==> config.mk <==
export PLATFORM = sky130hd
export DESIGN_NAME = pwm_multi_wb_flat
export DESIGN_NICKNAME = d
export VERILOG_FILES = /design/src/rtl/pwm_multi_wb_if.sv /design/src/rtl/pwm_multi_wb.sv /design/src/flat_wrapper.sv
export SDC_FILE = /design/constraint.sdc
export NUM_CORES = 1
export LEC_CHECK = 0
export ABC_AREA = 1
export CAP_MARGIN = 15
export CORE_ASPECT_RATIO = 1.4
export CORE_MARGIN = 5
export CORE_UTILIZATION = 54
export DETAILED_ROUTE_END_ITERATION = 8
export GPL_TIMING_DRIVEN = 0
export PLACE_DENSITY_LB_ADDON = 0.15
export SLEW_MARGIN = 20
export SYNTH_ARGS = -nofsm -noshare
export SYNTH_HDL_FRONTEND = slang
export SYNTH_SLANG_ARGS = --single-unit
==> constraint.sdc <==
create_clock -name i_wb_clk -period 3.4 [get_ports i_wb_clk]
set_clock_uncertainty 0.15 [all_clocks]
set_input_delay 0.51 -clock i_wb_clk [delete_from_list [all_inputs] [get_ports i_wb_clk]]
set_output_delay 0.51 -clock i_wb_clk [all_outputs]
set_load 0.02 [all_outputs]
==> src/rtl/pwm_multi_wb_if.sv <==
// -----------------------------------------------------------------------------
// pwm_multi_wb_if
//   Wishbone classic single-beat bus bundle for the multi-channel PWM block.
//   Clock and reset are not carried here; they stay plain ports on the slave.
//
//   Signals
//     i_wb_cyc   bus cycle              (master -> slave)
//     i_wb_stb   strobe                 (master -> slave)
//     i_wb_we    1 = write, 0 = read    (master -> slave)
//     i_wb_adr   word address, AW bits  (master -> slave)
//     i_wb_data  write data, 32 bits    (master -> slave)
//     o_wb_data  read data, 32 bits     (slave -> master)
//     o_wb_ack   single-cycle ack       (slave -> master)
// -----------------------------------------------------------------------------
interface pwm_multi_wb_if #(
    parameter int AW = 8
);
    logic          i_wb_cyc;
    logic          i_wb_stb;
    logic          i_wb_we;
    logic [AW-1:0] i_wb_adr;
    logic [31:0]   i_wb_data;
    logic [31:0]   o_wb_data;
    logic          o_wb_ack;

    modport master (
        output i_wb_cyc,
        output i_wb_stb,
        output i_wb_we,
        output i_wb_adr,
        output i_wb_data,
        input  o_wb_data,
        input  o_wb_ack
    );

    modport slave (
        input  i_wb_cyc,
        input  i_wb_stb,
        input  i_wb_we,
        input  i_wb_adr,
        input  i_wb_data,
        output o_wb_data,
        output o_wb_ack
    );
endinterface

==> src/rtl/pwm_multi_wb.sv <==
// -----------------------------------------------------------------------------
// pwm_multi_wb
//   NCH-channel PWM generator with Wishbone register access. All channels
//   share one prescaler; each channel has its own period/duty with shadow
//   copies that only reload at the period boundary (or continuously while the
//   channel is disabled), so outputs never glitch on register updates.
//
//   Parameters
//     NCH  number of channels (1..16)
//     CW   counter/period/duty width (2..32)
//     AW   Wishbone word-address width (4+2*NCH <= 2**AW)
//
//   Ports
//     i_wb_clk  sole clock
//     i_wb_rst  synchronous reset, active-high
//     wb        Wishbone slave bundle (pwm_multi_wb_if.slave)
//     o_pwm     registered PWM outputs, one per channel
//     o_irq     registered level interrupt
//
//   Register map (word address)
//     0 CTRL      [NCH-1:0] channel enable
//     1 PRESCALE  [CW-1:0]
//     2 IRQ_STAT  [NCH-1:0] write-1-to-clear
//     3 IRQ_MASK  [NCH-1:0]
//     4+2k PERIOD_k, 5+2k DUTY_k
//     unmapped reads return 0, unmapped writes are dropped
//
//   Build option
//     PWM_IRQ_EN  when defined, wrap interrupts with status/mask registers are
//                 built; otherwise IRQ_STAT/IRQ_MASK read 0 and o_irq is 0.
// -----------------------------------------------------------------------------
module pwm_multi_wb #(
    parameter int NCH = 4,
    parameter int CW  = 16,
    parameter int AW  = 8
) (
    input  logic           i_wb_clk,
    input  logic           i_wb_rst,
    pwm_multi_wb_if.slave  wb,
    output logic [NCH-1:0] o_pwm,
    output logic           o_irq
);

    localparam logic [AW-1:0] ADR_CTRL     = AW'(0);
    localparam logic [AW-1:0] ADR_PRESCALE = AW'(1);

    function automatic logic [AW-1:0] per_adr(input int k);
        return AW'(4 + 2 * k);
    endfunction

    function automatic logic [AW-1:0] duty_adr(input int k);
        return AW'(5 + 2 * k);
    endfunction

    logic [NCH-1:0] ctrl;
    logic [CW-1:0]  prescale;
    logic [CW-1:0]  period  [NCH];
    logic [CW-1:0]  duty    [NCH];

    logic [CW-1:0]  pre_cnt;
    logic           tick;
    logic [CW-1:0]  cnt     [NCH];
    logic [CW-1:0]  per_sh  [NCH];
    logic [CW-1:0]  duty_sh [NCH];
    logic [NCH-1:0] wrap;

    logic           req;
    logic           wr;
    logic [31:0]    rdata;

    // A request is only accepted while ack is low, so a held strobe is
    // acknowledged every other cycle.
    assign req = wb.i_wb_cyc & wb.i_wb_stb & ~wb.o_wb_ack;
    assign wr  = req & wb.i_wb_we;

    // ---------------- bus: register file and read mux ----------------
`ifdef PWM_IRQ_EN
    localparam logic [AW-1:0] ADR_IRQ_STAT = AW'(2);
    localparam logic [AW-1:0] ADR_IRQ_MASK = AW'(3);

    logic [NCH-1:0] irq_stat;
    logic [NCH-1:0] irq_mask;
    logic [NCH-1:0] irq_clr;

    assign irq_clr = (wr && wb.i_wb_adr == ADR_IRQ_STAT) ? wb.i_wb_data[NCH-1:0] : '0;

    // Set has priority over clear: a wrap in the same cycle as a W1C survives.
    always_ff @(posedge i_wb_clk) begin
        if (i_wb_rst) begin
            irq_stat <= '0;
            irq_mask <= '0;
            o_irq    <= 1'b0;
        end else begin
            irq_stat <= (irq_stat & ~irq_clr) | wrap;
            if (wr && wb.i_wb_adr == ADR_IRQ_MASK) begin
                irq_mask <= wb.i_wb_data[NCH-1:0];
            end
            o_irq <= |(irq_stat & irq_mask);
        end
    end
`else
    logic unused_wrap;
    assign unused_wrap = |wrap;
    assign o_irq       = 1'b0;
`endif

    generate
        if (CW < 32) begin : g_unused_data
            logic unused_data_hi;
            assign unused_data_hi = &{1'b0, wb.i_wb_data[31:CW]};
        end
    endgenerate

    always_comb begin
        rdata = '0;
        if (wb.i_wb_adr == ADR_CTRL)     rdata = 32'(ctrl);
        if (wb.i_wb_adr == ADR_PRESCALE) rdata = 32'(prescale);
`ifdef PWM_IRQ_EN
        if (wb.i_wb_adr == ADR_IRQ_STAT) rdata = 32'(irq_stat);
        if (wb.i_wb_adr == ADR_IRQ_MASK) rdata = 32'(irq_mask);
`endif
        for (int k = 0; k < NCH; k++) begin
            if (wb.i_wb_adr == per_adr(k))  rdata = 32'(period[k]);
            if (wb.i_wb_adr == duty_adr(k)) rdata = 32'(duty[k]);
        end
    end

    always_ff @(posedge i_wb_clk) begin
        if (i_wb_rst) begin
            wb.o_wb_ack  <= 1'b0;
            wb.o_wb_data <= '0;
            ctrl         <= '0;
            prescale     <= '0;
            for (int k = 0; k < NCH; k++) begin
                period[k] <= '0;
                duty[k]   <= '0;
            end
        end else begin
            wb.o_wb_ack  <= req;
            wb.o_wb_data <= req ? rdata : '0;
            if (wr) begin
                if (wb.i_wb_adr == ADR_CTRL)     ctrl     <= wb.i_wb_data[NCH-1:0];
                if (wb.i_wb_adr == ADR_PRESCALE) prescale <= wb.i_wb_data[CW-1:0];
                for (int k = 0; k < NCH; k++) begin
                    if (wb.i_wb_adr == per_adr(k))  period[k] <= wb.i_wb_data[CW-1:0];
                    if (wb.i_wb_adr == duty_adr(k)) duty[k]   <= wb.i_wb_data[CW-1:0];
                end
            end
        end
    end

    // ---------------- shared prescaler ----------------
    assign tick = (pre_cnt == prescale);

    always_ff @(posedge i_wb_clk) begin
        if (i_wb_rst || ctrl == '0) begin
            pre_cnt <= '0;
        end else if (tick) begin
            pre_cnt <= '0;
        end else begin
            pre_cnt <= pre_cnt + CW'(1);
        end
    end

    // ---------------- per-channel counters, shadows, outputs ----------------
    always_comb begin
        wrap = '0;
        for (int k = 0; k < NCH; k++) begin
            wrap[k] = ctrl[k] & tick & (cnt[k] == per_sh[k]);
        end
    end

    // Shadows track the live registers while disabled so that enabling a
    // channel starts immediately with the programmed period/duty.
    always_ff @(posedge i_wb_clk) begin
        if (i_wb_rst) begin
            o_pwm <= '0;
            for (int k = 0; k < NCH; k++) begin
                cnt[k]     <= '0;
                per_sh[k]  <= '0;
                duty_sh[k] <= '0;
            end
        end else begin
            for (int k = 0; k < NCH; k++) begin
                if (!ctrl[k] || wrap[k]) begin
                    cnt[k]     <= '0;
                    per_sh[k]  <= period[k];
                    duty_sh[k] <= duty[k];
                end else if (tick) begin
                    cnt[k] <= cnt[k] + CW'(1);
                end
                o_pwm[k] <= ctrl[k] & (cnt[k] < duty_sh[k]);
            end
        end
    end

endmodule

==> src/flat_wrapper.sv <==
// flat-port wrapper written by rule: the top's interface ports become plain ports
module pwm_multi_wb_flat 
#(
    parameter int NCH = 4,
    parameter int CW  = 16,
    parameter int AW  = 8
)
  (i_wb_clk, i_wb_rst, o_pwm, o_irq, wb_i_wb_cyc, wb_i_wb_stb, wb_i_wb_we, wb_i_wb_adr, wb_i_wb_data, wb_o_wb_data, wb_o_wb_ack);
  pwm_multi_wb_if #(.AW(AW)) wb_i ();
  input  logic i_wb_clk;
  input  logic i_wb_rst;
  output logic [NCH-1:0] o_pwm;
  output logic o_irq;
  input wire logic [$bits(wb_i.i_wb_cyc)-1:0] wb_i_wb_cyc;
  input wire logic [$bits(wb_i.i_wb_stb)-1:0] wb_i_wb_stb;
  input wire logic [$bits(wb_i.i_wb_we)-1:0] wb_i_wb_we;
  input wire logic [$bits(wb_i.i_wb_adr)-1:0] wb_i_wb_adr;
  input wire logic [$bits(wb_i.i_wb_data)-1:0] wb_i_wb_data;
  output wire logic [$bits(wb_i.o_wb_data)-1:0] wb_o_wb_data;
  output wire logic [$bits(wb_i.o_wb_ack)-1:0] wb_o_wb_ack;
  assign wb_i.i_wb_cyc = wb_i_wb_cyc;
  assign wb_i.i_wb_stb = wb_i_wb_stb;
  assign wb_i.i_wb_we = wb_i_wb_we;
  assign wb_i.i_wb_adr = wb_i_wb_adr;
  assign wb_i.i_wb_data = wb_i_wb_data;
  assign wb_o_wb_data = wb_i.o_wb_data;
  assign wb_o_wb_ack = wb_i.o_wb_ack;
  pwm_multi_wb #(.NCH(NCH), .CW(CW), .AW(AW)) u_core (.i_wb_clk(i_wb_clk), .i_wb_rst(i_wb_rst), .wb(wb_i), .o_pwm(o_pwm), .o_irq(o_irq));
endmodule
==> results of run 1 <==
-- metrics by stage --
step	hold slack (ns)	setup WS (ns)	power, mW	setup TNS [ns]	util, %
CTS	0.329	0.416	10.0	0	62.0
detailed placement	0.322	-0.159	5.69	-12.53	58.2
global placement	0.308	-1.09	5.67	-151.62	57.8
global route	0.365	0.232	10.3	0	62.0
floorplan	0.297	0.402	5.50	0	-
finish	0.325	0.276	10.0	0	62.0
-- tightest hold or removal path: cells and delay by family (launching register included) --
kind                   cells  cell delay, ns
AOI/OAI and AO/OA          1            0.05
DFF                        1            0.33
buffers and inverters      1            0.06
-- power groups by stage --
| stage | Clock [mW] | Combinational (mW) | Sequential, mW |
|---|---|---|---|
| 2_1_floorplan | 0 | 0.259 | 5.24 |
| 3_3_place_gp | 0 | 0.411 | 5.26 |
| 3_5_place_dp | 0 | 0.431 | 5.26 |
| 4_1_cts | 4.45 | 0.435 | 5.16 |
| 5_1_grt | 4.66 | 0.478 | 5.17 |
| 6_report | 4.40 | 0.437 | 5.16 |
-- metal layers --
metal / GRT usage [%] / up-vias
li1: - / 6609
met1: 29.6 / 6405
met2: 43.6 / 405
met3: 3.11 / 115
met4: 11.7 / 0
met5: 0 / -
-- Yosys cell counts (2+ instances only) --
cell type  number
and2_1          2
buf_6           2
dfxtp_1        57
buf_2          24
ha_1           65
buf_4          17
clkinv_1       18
or2_2          10
o21a_1          4
nand2_1       216
nand2_2         2
nor2_1        453
a21oi_1        90
xnor2_1        39
and3_1          4
inv_1         303
nor3_1         40
nor4_1          2
inv_2           2
clkbuf_1       20
nor3b_1         5
edfxtp_1      320
nand4_1        48
xor2_1         54
o211ai_1        4
a31oi_1         5
nand3_1        63
nor3b_2         3
nor3_2          5
nand3_2         2
o21ai_0        77
nor2_2          3
-- flip-flops by register name (all words and copies together), names as in the netlist --
name and cells:
u_core.wb.o_wb_ack 1, u_core.pre_cnt 16, u_core.duty_sh 64, u_core.prescale 16
u_core.duty 64, u_core.cnt 64, u_core.per_sh 64, u_core.wb.o_wb_data 16
u_core.ctrl 4, u_core.o_pwm 4, u_core.period 64
-- cells by family (layout without fill, tap and decap cells) --
group,Yosys count,after routing
flops,377,377
compound gates,184,184
fa+ha+maj,65,65
buf+inv,386,512
other cells,1,17
simple gates,862,862
xor+xnor,93,93
-- final cells by class --
| class | instances | area (um2) | share of cell area, % |
|---|---|---|---|
| Clock buffer | 53 | 1070 | 5.06 |
| Multi-Input combinational cell | 1221 | 6350 | 30.1 |
| Buffer | 63 | 345 | 1.64 |
| Tap cell | 451 | 564 | 2.68 |
| Sequential cell | 377 | 10800 | 51.0 |
| Inverter | 323 | 1210 | 5.75 |
| Timing Repair Buffer | 56 | 569 | 2.70 |
| Clock inverter | 17 | 234 | 1.11 |
-- path summary, 6_finish.rpt --
| check | cells past startpoint | slack [ns] | end | start |
|---|---|---|---|---|
| max | 6 | 0.28 | u_core.duty[2][14] | wb_i_wb_stb |
| min | 2 | 0.33 | u_core.pre_cnt[10] | u_core.pre_cnt[10] |
| max reg2reg | 6 | 0.30 | u_core.duty[2][14] | u_core.wb.o_wb_ack |
| min reg2reg | 2 | 0.33 | u_core.pre_cnt[10] | u_core.pre_cnt[10] |
==> summary.txt, run 1 <==
Logic synthesis
  • Simple-gate area share of the yosys netlist: ~20%
  • Area leader, netlist: edfxtp_1
  • Largest family of logic cells by synthesized area: simple AND/OR/NAND/NOR gates
  • Post-synthesis xor/xnor area fraction: approximately 4.4%
  • Mux cell area share after synthesis: 0%
  • Yosys top cell area share: 51.8%
  • Synth Area in Adders: 4.38%
  • Synth cell types: 41
  • Synth Area in Compound Gates: slightly above 5%
  • Synth top area cells: edfxtp_1, nor2_1, dfxtp_1
  • Mapped cell area: 18600 um2
  • Post-synth EDFFs: between 300 and 400
  • Post-synthesis register bit count: around 380
  • Yosys warnings: 0
  • Post-synth top flop: edfxtp_1
  • Async SR Flop Fraction: 0%
  • Register area share after synthesis: 57.9%
  • Avg Cell Area, Syn: ~9.4 um2
  • Post-synthesis instance total: 1968

Outcome
  • Outcome: finished clean

Routing
  • Met2 wire length: approximately 24000 um
  • Post-route DRC: 0
  • Max layer used: met4
  • Detailed Route WL: roughly 48000 um
  • DRT Pass-1 Iters: 6
  • Via Count: approximately 14000
  • Via/cell ratio: approximately 5.3
  • Met1 WL: between 15000 and 20000 um
  • Routed WL per cell: between 15 and 20 um
  • Post-DRT Antenna Nets: 0
  • Drt first-iter violations: between 1000 and 1500
  • WL met3: around 2400 um

Clocking
  • CTS H-tree depth: 2
  • Num Clock Sinks: 377
  • # resized after CTS: 0
  • CTS root buf: clkbuf_16
  • Num CTS Buffers: 38
  • Clock Latency Late Sink: between 0.5 and 0.6 ns
  • Clock Path Buffers: 3
  • CTS tree: yes
  • Clk slew on worst S/H paths: 0.06 ns
  • Post-CTS Setup Bufs: 0
  • Hold-fix buffers, CTS: 0

Power and ir drop
  • VDD IR max: ~0.41 mV
  • NetSw: 2.16 mW
  • Seq pwr share: about half
  • Power Internal: approximately 7.8 mW
  • Switching portion of total power: 21.6%
  • Combinational power share: around 4.4%
  • Pwr per Cell Area: between 400 and 500 nW/um2
  • LEAKAGE: between 8 and 9 nW
  • Clock Power Share: roughly 44%

Layout
  • Commonest non-fill, non-tap cells in the layout: nor2_1, edfxtp_1, inv_1
  • Antenna Cells: 0
  • Layout cells sized above 1: 7.16%
  • Layout area overhead: 13.7%
  • Nets: between 2000 and 2500
  • Fin area: about 21000 um2
  • Filler Cell Count: about 3000
  • Fin cells: roughly 2600
  • Commonest non-fill, non-tap cell in the layout: nor2_1

Worst hold path
  • Worst Hold Class: reg2reg

Global route
  • Largest net degree at the start of global routing: 33
  • Initial antenna violation count: 0
  • Total track usage: roughly 25%
  • First-pass GRT wire length: between 70000 and 80000 um
  • Vias in the first global route: between 10000 and 15000
  • Total gr overflow: 0

STA
  • RSZ-0062 raised after global routing: no
  • Actual slew at the worst max-slew pin: between 1 and 1.5 ns
  • # setup viols final: 0
  • Hold Vio Cnt, Final: 0
  • Fmax: around 320 MHz
  • Slew Viols, Final: 0
  • Worst slew margin: between 30% and 40%
  • Tcrit/Tclk final: between 90% and 100%
  • Minimum clock period: 3.12 ns

Floorplan
  • Die area: 38200 um2
  • Core ar.: 34000 um2
  • Initial Util: 54.5%
  • I/O Pins: 83
  • Die Ht: around 230 um
  • Die width: around 170 um
  • Site Rows: 80

Setup path
  • Worst EP arrival: 3.25 ns
  • Crit path buf inv count: 3
  • Critical Path RT: approximately 3.5 ns
  • Crit end category: flip-flop
  • Worst path slowest cell: nand4_1
  • Critical path class: in2reg
  • Top Family by Delay on Critical Path: buffers and inverters
  • Crit Path Max Fanout: 10
  • CP cell instances: clkdlybuf4s50_1 > nand4_1 > clkinv_1 > nand3_1 > clkbuf_1 > nor2_1
  • CP max stage delay: 0.68 ns
  • Critical Path Start Type: input port

Placement
  • DP HPWL: around 36000 um
  • Dpl cells: roughly 2500
  • Placer Congestion: ~0.94
  • Dpl cell area: 19800 um2
  • I/O Buffers: between 40 and 50

Run
  • Max-cap violations: 0
Power figures use the tool's default switching activity.
==> run 2, diff against run 1 <==
Settings changed: HOLD_SLACK_MARGIN set to 0.12, SLEW_MARGIN 20 to 10.
==> run 2 against run 1 <==
Compared with the run above:
- power decreased by 0.45%
- largest power group unchanged
- clock power about the same
- cell count decreased by 0.16%
- maximum frequency increased by 1.4%
- cell area decreased by 0.28%
- combinational power decreased by 2%
- sequential power about the same
- register-to-register slack improved by 0.05 ns
- largest cell class unchanged
==> summary.txt, run 2 (same netlist as run 1, synthesis figures left out) <==
Clocking
  • Hold-fix buffers, CTS: 0
  • CTS H-tree depth: 2
  • # resized after CTS: 0
  • Clock Path Buffers: 3
  • Clock Latency Late Sink: around 0.55 ns
  • Num CTS Buffers: 38
  • Num Clock Sinks: about 380
  • CTS root buf: clkbuf_16
  • Post-CTS Setup Bufs: 0
  • Clk slew on worst S/H paths: ~0.06 ns
  • CTS tree: yes

STA
  • Worst slew margin: between 20% and 30%
  • Minimum clock period: 3.08 ns
  • Final worst slack: approximately 0.32 ns
  • # setup viols final: 0
  • Tcrit/Tclk final: between 90 and 100%
  • RSZ-0062 raised after global routing: no
  • Hold Vio Cnt, Final: 0
  • Worst Hold Margin: 0.337 ns
  • Slew Viols, Final: 0
  • Actual slew at the worst max-slew pin: around 1.1 ns
  • Fmax: roughly 320 MHz

Power and ir drop
  • Total power: 9.96 mW
  • LEAKAGE: 8.72 nW
  • VDD IR max: 0.445 mV
  • Clock Power Share: 43.9%
  • NetSw: ~2.2 mW
  • Seq pwr share: 51.9%
  • Power Internal: between 7 and 8 mW
  • Combinational power share: roughly 4.3%
  • Switching portion of total power: 22.0%
  • Pwr per Cell Area: between 400 and 500 nW/um2

Layout
  • Fin cells: 2557
  • Sequential Area: ~11000 um2
  • Layout area overhead: 13.3%
  • Layout cells sized above 1: slightly below 7%
  • Nets: roughly 2200
  • Filler Cell Count: 2906
  • Commonest non-fill, non-tap cell in the layout: nor2_1
  • Commonest non-fill, non-tap cells in the layout: nor2_1, edfxtp_1, inv_1
  • Footprint of the multi-input gates: roughly 6300 um2
  • Antenna Cells: 0
  • Fin area: between 20000 and 25000 um2

Setup path
  • Critical Path RT: approximately 3.5 ns
  • Crit end category: flip-flop
  • Critical Path Start Type: input port
  • Critical path class: in2reg
  • CP cell instances: clkdlybuf4s50_1 > nand4_1 > clkinv_1 > nand3_1 > clkbuf_1 > nor2_1
  • R2r worst-path depth: 6
  • Worst path slowest cell: nand4_1
  • Crit. path cell count: 6
  • Top Family by Delay on Critical Path: buffers and inverters
  • Crit Path Max Fanout: 10
  • Crit path buf inv count: 3
  • Worst EP arrival: 3.21 ns
  • CP max stage delay: 0.68 ns

Placement
  • Placer Congestion: ~0.94
  • I/O Buffers: 49
  • Dpl cells: about 2500
  • Post-Place Setup Slack: -0.328 ns
  • Dpl cell area: between 15000 and 20000 um2
  • DP HPWL: 35700 um

Routing
  • Detailed Route WL: around 48000 um
  • DRT Pass-1 Iters: 5
  • Via Count: between 10000 and 15000
  • Post-route DRC: 0
  • Via/cell ratio: approximately 5.3
  • Post-DRT Antenna Nets: 0
  • Drt first-iter violations: about 1300
  • Routed WL per cell: between 15 and 20 um

Global route
  • Total track usage: between 20% and 30%
  • Total gr overflow: 0
  • Largest net degree at the start of global routing: 33
  • Initial antenna violation count: 0
  • First-pass GRT wire length: roughly 73000 um
  • Vias in the first global route: roughly 13000

Floorplan
  • Die area: approximately 38000 um2
  • Initial Util: between 50% and 60%
  • Site Rows: 80
  • Die Ht: roughly 230 um
  • Core ar.: 34000 um2
  • I/O Pins: 83
  • Die width: approximately 170 um

Worst hold path
  • Worst Hold Class: reg2reg
  • WHS Path Cells: 2

Outcome
  • Outcome: finished clean

Run
  • Max-cap violations: 0
==> run 2: cell types whose count changed in the layout (fill, tap and decap cells not counted), moves of 5 or more <==
cell      previous run  this run
clkinv_1            19        24
buf_6                9         2
clkbuf_8             6         0
clkbuf_1            29        24
==> run 2: worst min-delay path, stage by stage (launching register included) <==
cell and delay [ns]:
dfxtp_1 0.33, inv_1 0.06, a21oi_1 0.05
==> run 2: metrics by stage <==
stage / setup TNS (ns) / utilization, %
floorplan: 0 / -
global placement: -151.62 / 57.8
detailed placement: -38.52 / 58.0
CTS: 0 / 61.8
global route: 0 / 61.8
finish: 0 / 61.8
==> run 2: area by class of cell <==
| type | count | share of cell area (%) |
|---|---|---|
| Multi-Input combinational cell | 1221 | 30.2 |
| Tap cell | 451 | 2.68 |
| Buffer | 63 | 1.64 |
| Clock buffer | 42 | 4.59 |
| Timing Repair Buffer | 52 | 2.55 |
| Sequential cell | 377 | 51.1 |
| Clock inverter | 28 | 1.51 |
| Inverter | 323 | 5.76 |
==> run 2: routing by layer <==
metal	share of wire [%]	vias up	track usage, %
met3	5.5	97	2.97
met5	0	-	0
met1	39	6337	29.7
li1	-	6604	-
met2	50	441	42.8
met4	5.5	0	12.3
==> run 2: final timing paths <==
| check | slack [ns] | start | to |
|---|---|---|---|
| max reg2reg | 0.35 | u_core.wb.o_wb_ack | u_core.duty[2][14] |
| max | 0.32 | wb_i_wb_stb | u_core.duty[2][14] |
| min reg2reg | 0.34 | u_core.pre_cnt[10] | u_core.pre_cnt[10] |
| min | 0.34 | u_core.pre_cnt[10] | u_core.pre_cnt[10] |
==> run 2: power by group through the flow <==
stage,clock [mW],sequential [mW],combinational [mW]
final,4.37,5.16,0.427
after global routing,4.61,5.17,0.467
after CTS,4.41,5.16,0.425
after detailed placement,0,5.26,0.422
after global placement,0,5.26,0.411
after floorplan,0,5.24,0.259
